## src/rtl/acc16_pkg.sv

```systemverilog
// Shared types and widths for the 16-bit burst accumulator.
package acc16_pkg;

    localparam int ACC_W = 16;
    localparam int CNT_W = 8;

    typedef enum logic [1:0] {
        IDLE,
        ACCUM,
        HOLD
    } state_t;

endpackage

```

## src/rtl/full_adder_16bit.sv

```systemverilog
// 16-bit ripple-style adder with carry-in and carry-out; purely combinational.
module full_adder_16bit (
    input  logic [15:0] a,
    input  logic [15:0] b,
    input  logic        cin,
    output logic [15:0] sum,
    output logic        cout
);

    logic [16:0] total;

    assign total = {1'b0, a} + {1'b0, b} + {16'd0, cin};
    assign sum   = total[15:0];
    assign cout  = total[16];

endmodule

```

## src/rtl/accumulator_16bit.sv

```systemverilog
// Burst accumulator: sums BURST_LEN samples through full_adder_16bit with sticky carry/overflow.
// Optional macro ACC16_SATURATE_EN clamps acc to 16'hFFFF whenever the adder carries out.
module accumulator_16bit
    import acc16_pkg::*;
#(
    parameter int BURST_LEN = 4
) (
    input  logic             clk,
    input  logic             rst,
    input  logic             in_valid,
    output logic             in_ready,
    input  logic [ACC_W-1:0] in_data,
    input  logic             in_cin,
    output logic             out_valid,
    input  logic             out_ready,
    output logic [ACC_W-1:0] acc,
    output logic             carry,
    output logic             ovf,
    output logic [CNT_W-1:0] count
);

    state_t           state;
    state_t           state_next;
    logic [ACC_W-1:0] sum;
    logic             cout;
    logic [ACC_W-1:0] acc_next;
    logic [CNT_W-1:0] count_inc;
    logic             accept;
    logic             release_hs;
    logic             ovf_now;

    full_adder_16bit u_adder (
        .a    (acc),
        .b    (in_data),
        .cin  (in_cin),
        .sum  (sum),
        .cout (cout)
    );

    assign in_ready   = (state != HOLD) && !rst;
    assign out_valid  = (state == HOLD);
    assign accept     = in_valid && in_ready;
    assign release_hs = out_valid && out_ready;
    assign count_inc  = count + CNT_W'(1);
    assign ovf_now    = (acc[ACC_W-1] == in_data[ACC_W-1]) && (sum[ACC_W-1] != acc[ACC_W-1]);

`ifdef ACC16_SATURATE_EN
    assign acc_next = cout ? {ACC_W{1'b1}} : sum;
`else
    assign acc_next = sum;
`endif

    // The burst ends on the accept that brings count up to BURST_LEN.
    always_comb begin
        state_next = state;
        case (state)
            IDLE: begin
                if (accept) begin
                    state_next = (count_inc == CNT_W'(BURST_LEN)) ? HOLD : ACCUM;
                end
            end
            ACCUM: begin
                if (accept && (count_inc == CNT_W'(BURST_LEN))) begin
                    state_next = HOLD;
                end
            end
            HOLD: begin
                if (release_hs) begin
                    state_next = IDLE;
                end
            end
            default: state_next = IDLE;
        endcase
    end

    always_ff @(posedge clk) begin
        if (rst) begin
            state <= IDLE;
            acc   <= '0;
            carry <= 1'b0;
            ovf   <= 1'b0;
            count <= '0;
        end else begin
            state <= state_next;
            if (accept) begin
                acc   <= acc_next;
                carry <= carry | cout;
                ovf   <= ovf | ovf_now;
                count <= count_inc;
            end else if (release_hs) begin
                acc   <= '0;
                carry <= 1'b0;
                ovf   <= 1'b0;
                count <= '0;
            end
        end
    end

endmodule

```

## config.mk

```make
export PLATFORM = sky130hd
export DESIGN_NAME = accumulator_16bit
export DESIGN_NICKNAME = d
export VERILOG_FILES = /design/src/rtl/acc16_pkg.sv /design/src/rtl/full_adder_16bit.sv /design/src/rtl/accumulator_16bit.sv
export SDC_FILE = /design/constraint.sdc
export NUM_CORES = 1
export LEC_CHECK = 0
export ABC_AREA = 1
export BUFFER_PORTS_ARGS = -buffer_cell sky130_fd_sc_hd__buf_2
export CELL_PAD_IN_SITES_DETAIL_PLACEMENT = 1
export CELL_PAD_IN_SITES_GLOBAL_PLACEMENT = 1
export CORE_MARGIN = 8
export CORE_UTILIZATION = 35
export DETAILED_ROUTE_END_ITERATION = 8
export MAX_ROUTING_LAYER = met4
export PLACE_DENSITY_LB_ADDON = 0.1
export SLEW_MARGIN = 20
export SYNTH_ARGS = -nofsm -noshare
export SYNTH_HDL_FRONTEND = slang
export SYNTH_SLANG_ARGS = --single-unit
```

## constraint.sdc

```tcl
create_clock -name clk -period 2.6 [get_ports clk]
set_clock_uncertainty 0.15 [all_clocks]
set_input_delay 0.13 -clock clk [delete_from_list [all_inputs] [get_ports clk]]
set_output_delay 0.13 -clock clk [all_outputs]
set_load 0.02 [all_outputs]
```

==> summary.txt <==
status = complete, no violations
min-delay worst type = input pin to flip-flop
# clock sinks = 28
die area = 8550 sq um
RSZ-0062 raised after global routing = false
TritonCTS clock tree = yes
Place WS = 528 ps
first-pass GRT wire length = 10,600 microns
clock buffer depth = 2
final WL = 5930 microns
Die W = 92.5 microns
max incr delay on CP = 380 ps
row cnt = 28
post-DP HPWL = 4740 microns
Mapped Area = 2050 sq um
pwr dens = 594 nW/um^2
flop-to-flop setup slack = 510 ps
# setup viols final = 0
port bufs = 48
Die Ht = 92.5 microns
Starting Density = 0.354
leakage power = 1.29 nW
worst-margin pin slew = 402 ps
Pins Over Slew Limit = 0
Power, Total = 1.44 mW
max-cap violation count = 0
WS Path Type = flip-flop to flip-flop
Worst path slowest cell = dfxtp_1
DRC errors left = 0
ratio of cells with drive above 1 in the final layout = 0.206
Area Growth Syn to Fin = 18.3%
Vias = 2,053
crit path DAT = 2130 ps
Vias/cell = 4.73
Crit. End Element = flip-flop
Fin Setup TNS = 0 ps
Critical Path Most Common Cell = nand2_1
Net Count, Synth = 348
root buf cell = clkbuf_8
WP buf/inv = 2
clk slew on worst S/H paths = 110 ps
FILL cells = 804
Max Fclk = 0.478 GHz
Critical Path Fanout Max = 4
min Tclk post-route = 2090 ps
GRT overflow = 0
most frequent cells in the layout = 100 x nand2_1, 48 x buf_2, 39 x inv_1
largest net degree at the start of global routing = 17
ANT nets after route = 0
max_slew headroom = 0.731
I/O pins = 49
most common cell after layout, fill and taps aside = nand2_1
setup ws final = 506 ps
final hold viol count = 0
CTS Buf Count = 3
Core ar. = 5780 sq um
routability cong. = 0.782
maximum vdd drop = 0.267 mV
CP startpoint kind = flip-flop
Seq/Total Area, Yosys = 0.274
initial antenna violation count = 0
DR WL/cell = 13.7 microns
1st-iter DRT viols = 56
Mapped Cells = 309
htree depth = 1
post-CTS resize count = 0
Inserted Diodes = 0
Yosys reg bits = 28
nets@finish = 399
Avg Cell Area, Syn = 6.62 sq um
CP top delay family = adder cells
vias in the first global route = 2,200
post-synth cell types = 32
CP cell instances = fa_1, inv_1, fa_1, inv_1, nand3_1, nand2_1, nand2_1, nand2_1, nand3_1, a21oi_1, o21ai_1
CP required = 2640 ps
GRT Util Overall = 0.153
Final period util = 0.805
Syn. warnings = 0
First-pass DRT Iterations = 4
Clk Latency, worst-skew pair = 290 ps
[flip-flops by register name, summed over array words and instances, names as in the netlist]
register and count:
ovf 1, carry 1, state 2, count 8
acc 16
[kinds of logic (layout without fill, tap and decap cells)]
group / Yosys count / in the layout / share of synthesized area
fa+ha+maj: 18 / 18 / 0.117
xor+xnor: 3 / 3 / 0.0165
compound gates: 52 / 52 / 0.143
flops: 28 / 28 / 0.274
buf+inv: 45 / 95 / 0.0905
simple gates: 163 / 163 / 0.359
[routing by layer]
metal / wire (microns) / vias to the layer above / global-route usage
met3: 188 / 2 / 0.0291
met5: 0 / - / -
met2: 2690 / 28 / 0.250
li1: - / 1098 / -
met4: 39 / 0 / 0.0282
met1: 3010 / 925 / 0.193
[worst reg2reg max path: stages, from the launching register on]
cell	delay, ps
dfxtp_1	380
fa_1	220
inv_1	60
fa_1	350
inv_1	110
nand3_1	80
nand2_1	150
nand2_1	80
nand2_1	90
nand3_1	100
a21oi_1	160
o21ai_1	80
[cells in the mapped netlist]
master | instances | area, sq um
nand3_1 | 21 | 105
nand3b_1 | 3 | 22.5
o221a_2 | 1 | 11.3
nand2_4 | 1 | 11.3
o22ai_1 | 1 | 6.26
or2_0 | 2 | 12.5
o21ai_1 | 2 | 10.0
dfxtp_1 | 28 | 561
xnor2_2 | 1 | 16.3
a21oi_1 | 29 | 145
nor3_1 | 1 | 5.00
nand2_1 | 100 | 375
xor2_1 | 2 | 17.5
nand3_2 | 3 | 30.0
o21ai_0 | 12 | 60.1
o21bai_1 | 1 | 7.51
a21oi_2 | 3 | 26.3
nor2_1 | 19 | 71.3
ha_1 | 16 | 200
fa_1 | 2 | 40.0
and2_1 | 1 | 6.26
nand2_2 | 5 | 31.3
buf_2 | 1 | 5.00
o21a_1 | 1 | 7.51
nand4_1 | 2 | 12.5
a22o_1 | 2 | 17.5
nor2_4 | 4 | 45.0
buf_4 | 2 | 15.0
inv_1 | 39 | 146
inv_2 | 2 | 7.51
buf_6 | 1 | 11.3
nor2_2 | 1 | 6.26
[stage by stage]
| step | cell area, sq um | cells | util | hold WS [ps] |
|---|---|---|---|---|
| after floorplan | 2050 | 309 | - | 162 |
| after global placement | 2360 | 429 | 0.408 | 268 |
| after detailed placement | 2360 | 429 | 0.408 | 277 |
| after CTS | 2420 | 434 | 0.419 | 33.0 |
| after global routing | 2420 | 434 | 0.419 | 43.5 |
| final | 2420 | 434 | 0.419 | 27.2 |
[cell type report]
type                            instances  area [sq um]  area share
Sequential cell                        28           561       0.232
Timing Repair Buffer                   50           258       0.106
Clock buffer                            4          55.1      0.0227
Inverter                               41           154      0.0636
Multi-Input combinational cell        236          1300       0.537
Tap cell                               75          93.8      0.0388
[where the power goes]
part           switching (mW)  internal, mW  total, mW  leakage (nW)
logic                   0.400         0.214      0.614          1.03
registers              0.0451         0.482      0.528         0.230
clock network           0.161         0.136      0.297        0.0288
[worst paths after layout]
path,startpoint,depth (start not counted),end
min reg2reg,ovf,2,ovf
min,rst,2,state[1]
max,acc[0],11,acc[14]
max reg2reg,acc[0],11,acc[14]
[repair_timing]
item / in CTS / in global routing
hold buffers: 1 / 0
endpoints found under the hold margin: 1 / 0
setup buffers: 0 / 0
Power figures use the tool's default switching activity.
